$ cat config.mk
export PLATFORM = sky130hd
export DESIGN_NAME = branch_predictor
export DESIGN_NICKNAME = d
export VERILOG_FILES = /design/src/rtl/branch_predictor.sv
export SDC_FILE = /design/constraint.sdc
export NUM_CORES = 1
export LEC_CHECK = 0
export ABC_CLOCK_PERIOD_IN_PS = 12300
export CAP_MARGIN = 40
export CORE_MARGIN = 2
export CORE_UTILIZATION = 64
export CTS_CLUSTER_SIZE = 12
export DETAILED_ROUTE_END_ITERATION = 10
export PLACE_DENSITY = 0.86
export SYNTH_ARGS = -nofsm -noshare
export SYNTH_HDL_FRONTEND = slang
export SYNTH_SLANG_ARGS = --single-unit
$ cat constraint.sdc
create_clock -name clk_i -period 12.3 [get_ports clk_i]
set_clock_uncertainty 0.1 [all_clocks]
set_input_delay 2.46 -clock clk_i [delete_from_list [all_inputs] [get_ports clk_i]]
set_output_delay 2.46 -clock clk_i [all_outputs]
set_load 0.005 [all_outputs]
$ cat src/rtl/branch_predictor.sv
// Direct-mapped branch target buffer with saturating direction counters.
// Ports: clk_i/rst_i/clear_i, fetch lookup (lookup_pc_i -> pred_*_o),
//        execute update (upd_*_i -> mispred_o, redirect_pc_o), stats.
module branch_predictor #(
  parameter int ENTRIES = 16,
  parameter int TAG_W   = 8,
  parameter int PC_W    = 32,
  parameter int CNT_W   = 2,
  parameter int STAT_W  = 32
) (
  input  logic              clk_i,
  input  logic              rst_i,
  input  logic              clear_i,
  input  logic [PC_W-1:0]   lookup_pc_i,
  output logic              pred_hit_o,
  output logic              pred_taken_o,
  output logic [PC_W-1:0]   pred_next_pc_o,
  input  logic              upd_valid_i,
  input  logic [PC_W-1:0]   upd_pc_i,
  input  logic              upd_taken_i,
  input  logic [PC_W-1:0]   upd_target_i,
  input  logic              upd_pred_taken_i,
  input  logic [PC_W-1:0]   upd_pred_target_i,
  output logic              mispred_o,
  output logic [PC_W-1:0]   redirect_pc_o,
  output logic [STAT_W-1:0] cnt_branch_o,
  output logic [STAT_W-1:0] cnt_mispred_o
);

  localparam int IDX_W = $clog2(ENTRIES);
  localparam int unsigned WT_I = 1 << (CNT_W - 1);
  localparam logic [CNT_W-1:0] WT   = CNT_W'(WT_I);
  localparam logic [CNT_W-1:0] WNT  = CNT_W'(WT_I - 1);
  localparam logic [CNT_W-1:0] CMAX = '1;

  logic              r_valid [ENTRIES];
  logic [TAG_W-1:0]  r_tag   [ENTRIES];
  logic [PC_W-1:0]   r_tgt   [ENTRIES];
  logic [CNT_W-1:0]  r_ctr   [ENTRIES];
  logic [STAT_W-1:0] r_cnt_branch;
  logic [STAT_W-1:0] r_cnt_mispred;

  logic [IDX_W-1:0]  w_lidx;
  logic [TAG_W-1:0]  w_ltag;
  logic [IDX_W-1:0]  w_uidx;
  logic [TAG_W-1:0]  w_utag;
  logic              w_uhit;
  logic [CNT_W-1:0]  w_ctr_nxt;
  logic [PC_W-1:0]   w_upc4;
  logic              w_unused;

  assign w_lidx = lookup_pc_i[IDX_W+1:2];
  assign w_ltag = lookup_pc_i[IDX_W+TAG_W+1:IDX_W+2];
  assign w_uidx = upd_pc_i[IDX_W+1:2];
  assign w_utag = upd_pc_i[IDX_W+TAG_W+1:IDX_W+2];

  // Direction prediction is carried in the target compare,
  // so the predicted-taken bit itself is informational only.
  assign w_unused = ^{lookup_pc_i, upd_pc_i, upd_pred_taken_i};

  always_comb begin
    pred_hit_o     = r_valid[w_lidx] && (r_tag[w_lidx] == w_ltag);
    pred_taken_o   = pred_hit_o && r_ctr[w_lidx][CNT_W-1];
    pred_next_pc_o = lookup_pc_i + PC_W'(4);
    if (pred_taken_o)
      pred_next_pc_o = r_tgt[w_lidx];
  end

  always_comb begin
    w_upc4        = upd_pc_i + PC_W'(4);
    redirect_pc_o = w_upc4;
    mispred_o     = 1'b0;
    if (upd_valid_i && upd_taken_i)
      redirect_pc_o = upd_target_i;
    if (upd_valid_i)
      mispred_o = (redirect_pc_o != upd_pred_target_i);
  end

  always_comb begin
    w_uhit    = r_valid[w_uidx] && (r_tag[w_uidx] == w_utag);
    w_ctr_nxt = r_ctr[w_uidx];
    if (upd_taken_i) begin
      if (r_ctr[w_uidx] != CMAX)
        w_ctr_nxt = r_ctr[w_uidx] + CNT_W'(1);
    end else begin
      if (r_ctr[w_uidx] != '0)
        w_ctr_nxt = r_ctr[w_uidx] - CNT_W'(1);
    end
  end

  always_ff @(posedge clk_i) begin
    if (rst_i) begin
      for (int i = 0; i < ENTRIES; i++) begin
        r_valid[i] <= 1'b0;
        r_tag[i]   <= '0;
        r_tgt[i]   <= '0;
        r_ctr[i]   <= WNT;
      end
      r_cnt_branch  <= '0;
      r_cnt_mispred <= '0;
    end else begin
      if (clear_i) begin
        for (int i = 0; i < ENTRIES; i++) begin
          r_valid[i] <= 1'b0;
          r_tag[i]   <= '0;
          r_tgt[i]   <= '0;
          r_ctr[i]   <= WNT;
        end
      end else if (upd_valid_i) begin
        if (w_uhit) begin
          r_ctr[w_uidx] <= w_ctr_nxt;
          if (upd_taken_i)
            r_tgt[w_uidx] <= upd_target_i;
        end else if (upd_taken_i) begin
          // Allocation evicts whatever aliased here.
          r_valid[w_uidx] <= 1'b1;
          r_tag[w_uidx]   <= w_utag;
          r_tgt[w_uidx]   <= upd_target_i;
          r_ctr[w_uidx]   <= WT;
        end
      end
      if (upd_valid_i && (r_cnt_branch != '1))
        r_cnt_branch <= r_cnt_branch + STAT_W'(1);
      if (mispred_o && (r_cnt_mispred != '1))
        r_cnt_mispred <= r_cnt_mispred + STAT_W'(1);
    end
  end

  assign cnt_branch_o  = r_cnt_branch;
  assign cnt_mispred_o = r_cnt_mispred;

endmodule

==> impl_results.md <==
- Main synth FF type: edfxtp_1
- Nets: 3144
- Post-CTS setup repair buffer count: 0
- Library cells used by synthesis: 74
- Met3 Wirelength: 14500 um
- EDFF count, synth: 672
- Clock share of power: 0.384
- Initial core utilization: 0.650
- Top sig layer: met5
- Maximum VDD drop: 0.000114 V
- Rows: 89
- Met1 wire length: 36700 um
- Fmax: 0.103 GHz
- Gate power share: 0.102
- I/O Pins: 265
- CP Launch Type: input port
- Sw Ratio: 0.234
- Crit Path Max Fanout: 50
- Critical path class: in -> out
- Avg Inst Size Synth: 13.5 sq um
- Total CTS buffers: 78
- Die Area: 0.0622 sq mm
- Hold EP: r_valid[3]
- Routed vias/inst: 6.97
- Ranking of synthesized cells by area: edfxtp_1, mux4_2, and2_1
- Gr usage total: 0.366
- Reg2reg start: r_tag[2][6]
- CTS Root Cell: clkbuf_16
- Horiz. Die Dim: 249 um
- Worst slew pin tran: 0.992 ns
- Crit. End Element: output pin
- Ant. Diodes: 0
- Worst path arrival time: 7.11 ns
- Status: completed
- R2R cell count: 10
- Worst hold start: r_valid[3]
- Max-cap viol count: 0
- Finished Core Util: 0.746
- Grt ovf: 0
- Worst hold stages: 1
- Synth Instances: 2852
- Power density cells: 130 mW/mm^2
- IO buf count: 263
- Relative slew slack: 0.338
- Final setup TNS: 0 ns
- Final routed DRC violation total: 0
- Share of post-route cells with drive strength above 1: 0.164
- Global-route wire length before repair: 168000 um
- Leak: 16.4 nW
- Period Utilization, post-route: 0.786
- Syn. warnings: 0
- Clk pin slew, worst setup/hold paths: 0.06 ns
- H-tree Lvls: 3
- FF+latch count, synth: 752
- Hpwl dp: 70700 um
- Synthesized area: 0.0385 sq mm
- 1st-iter DRT viols: 3805
- Wire per inst: 29.6 um
- CTS tree: built
- Syn-to-layout area delta: 14.7%
- Pint: 4.39 mW
- Worst min path class: reg -> reg
- Post-Syn Nets: 2993
- Sequential share of power: 0.514
- Vias in the first global route: 27200
- Final setup fails: 0
- First-pass DRT Iterations: 9
- Final ANT Viol Nets: 0
- Net Switching: 1.34 mW
- Synth top area share: 0.524
- Max Slew Vio Count: 0
- CP required: 9.74 ns
- Die Y: 249 um
- Routed vias: 26700
- R2r setup slk: 7.85 ns
- RSZ-0062 raised after global routing: false
- DRT Wirelength: 113000 um
- GPL Wtd Cong: 0.897
- Pin count of the biggest net entering global routing: 126
- Initial antenna violation count: 6
- Metal2 WL: 55400 um
- Post-cts sizing count: 0
- Max Buffers Root-to-Sink: 3
- Worst-skew pair later-pin latency: 0.63 ns
- Async set-reset flop share out of synthesis: 0
- Min Tclk post-route: 9.67 ns
- Final Hold Fails: 0
- Core area: 0.0592 sq mm
- R2R Path End: r_ctr[14][1]
- Area leader, netlist: edfxtp_1
- Clock sink count: 752
- Sequential element share of the synthesized area: 0.565
- Hold Buf Count CTS: 0
[power by group through the flow]
stage               registers, mW  clock network, mW  logic (mW)
global placement             2.98                  0       0.553
global route                 2.95               2.30       0.606
CTS                          2.95               2.21       0.573
detailed placement           2.99                  0       0.567
finish                       2.95               2.21       0.584
floorplan                    2.98                  0       0.333
[layout by cell type (no fill, tap or decap), types with 7 or more instances in the layout]
cell type | netlist | layout
a21o_1 | 23 | 23
a21oi_1 | 29 | 29
a31o_2 | 8 | 8
a31oi_1 | 9 | 9
and2_1 | 486 | 485
and3_1 | 164 | 164
and4_1 | 18 | 18
buf_4 | 3 | 60
clkbuf_1 | 204 | 23
clkbuf_16 | 0 | 79
clkdlybuf4s50_1 | 0 | 256
clkinv_1 | 3 | 17
dfxtp_1 | 80 | 80
edfxtp_1 | 672 | 672
ha_1 | 7 | 7
inv_1 | 26 | 26
mux2_1 | 9 | 9
mux2_2 | 7 | 7
mux2i_1 | 10 | 10
mux4_2 | 261 | 261
nand2_1 | 107 | 104
nand2b_1 | 35 | 35
nand3_1 | 64 | 64
nand4_1 | 33 | 33
nor2_1 | 125 | 108
nor2_2 | 1 | 17
nor2b_1 | 25 | 24
nor3_1 | 58 | 58
nor4_1 | 11 | 11
o21ai_0 | 98 | 82
o21ai_4 | 0 | 16
or3_1 | 15 | 15
xnor2_1 | 73 | 73
xor2_1 | 59 | 59
[per-layer routing]
metal / GRT usage / vias up
met4: 0.189 / 2
met2: 0.611 / 2186
met1: 0.447 / 13100
met3: 0.0886 / 474
li1: - / 10900
met5: 0 / -
[synthesized netlist by cell type (7+ instances only)]
| cell type | number |
|---|---|
| edfxtp_1 | 672 |
| and2_1 | 486 |
| mux4_2 | 261 |
| clkbuf_1 | 204 |
| and3_1 | 164 |
| nor2_1 | 125 |
| nand2_1 | 107 |
| o21ai_0 | 98 |
| dfxtp_1 | 80 |
| xnor2_1 | 73 |
| nand3_1 | 64 |
| xor2_1 | 59 |
| nor3_1 | 58 |
| nand2b_1 | 35 |
| nand4_1 | 33 |
| buf_2 | 32 |
| a21oi_1 | 29 |
| inv_1 | 26 |
| nor2b_1 | 25 |
| a21o_1 | 23 |
| and4_1 | 18 |
| buf_1 | 18 |
| or3_1 | 15 |
| nor4_1 | 11 |
| mux2i_1 | 10 |
| a31oi_1 | 9 |
| mux2_1 | 9 |
| a31o_2 | 8 |
| ha_1 | 7 |
| mux2_2 | 7 |
[kinds of logic after synthesis]
family / synth area share
and+or+nand+nor: 0.174
DFF: 0.565
buffers and inverters: 0.0304
muxes: 0.161
AOI/OAI and AO/OA: 0.0343
xor gates and xnor gates: 0.0329
adders and majority gates: 0.00227
[sequential cells by signal, summed over array words and instances (netlist names)]
signal / count
r_ctr: 32
cnt_branch_o: 32
r_tag: 128
r_valid: 16
cnt_mispred_o: 32
r_tgt: 512
[critical path, stage by stage]
cell and delay, ns:
buf_2 0.07, buf_4 0.59, ha_1 0.52, nand3_2 0.45, or3_1 0.68, or4_4 0.57
a32oi_1 0.34, nand4_1 0.19, nor2_2 0.28, a2bb2oi_2 0.29, nand2_1 0.15, clkdlybuf4s50_1 0.47
[layout make-up]
type	count	area, sq um
multi-input cells	1810	15800
flip-flops and latches	752	21800
inverters	29	109
well taps	773	967
fillers	3424	15000
repair buffers	332	3230
clock inverters	24	190
clock buffers	105	2100
[how the worst max path moves through the flow]
stage               cells past startpoint                  to  slack (ns)            from
floorplan                              11  pred_next_pc_o[10]        4.58  lookup_pc_i[2]
global placement                       12           mispred_o        2.77     upd_pc_i[3]
detailed placement                     12           mispred_o        2.74     upd_pc_i[3]
CTS                                    12           mispred_o        2.71     upd_pc_i[3]
global route                           12           mispred_o        2.52     upd_pc_i[3]
finish                                 12           mispred_o        2.63     upd_pc_i[3]
[per-stage QoR]
| step | hold WS [ns] | total power, mW | std cells | setup slack [ns] | area, sq um |
|---|---|---|---|---|---|
| after floorplan | 0.338 | 3.31 | 2852 | 4.58 | 38500 |
| after global placement | 0.349 | 3.53 | 3685 | 2.77 | 41700 |
| after detailed placement | 0.359 | 3.56 | 3695 | 2.74 | 41900 |
| after CTS | 0.372 | 5.73 | 3824 | 2.71 | 44200 |
| after global routing | 0.403 | 5.86 | 3825 | 2.52 | 44200 |
| final | 0.373 | 5.74 | 3825 | 2.63 | 44200 |
No activity file was read; power rests on OpenSTA's default activity.
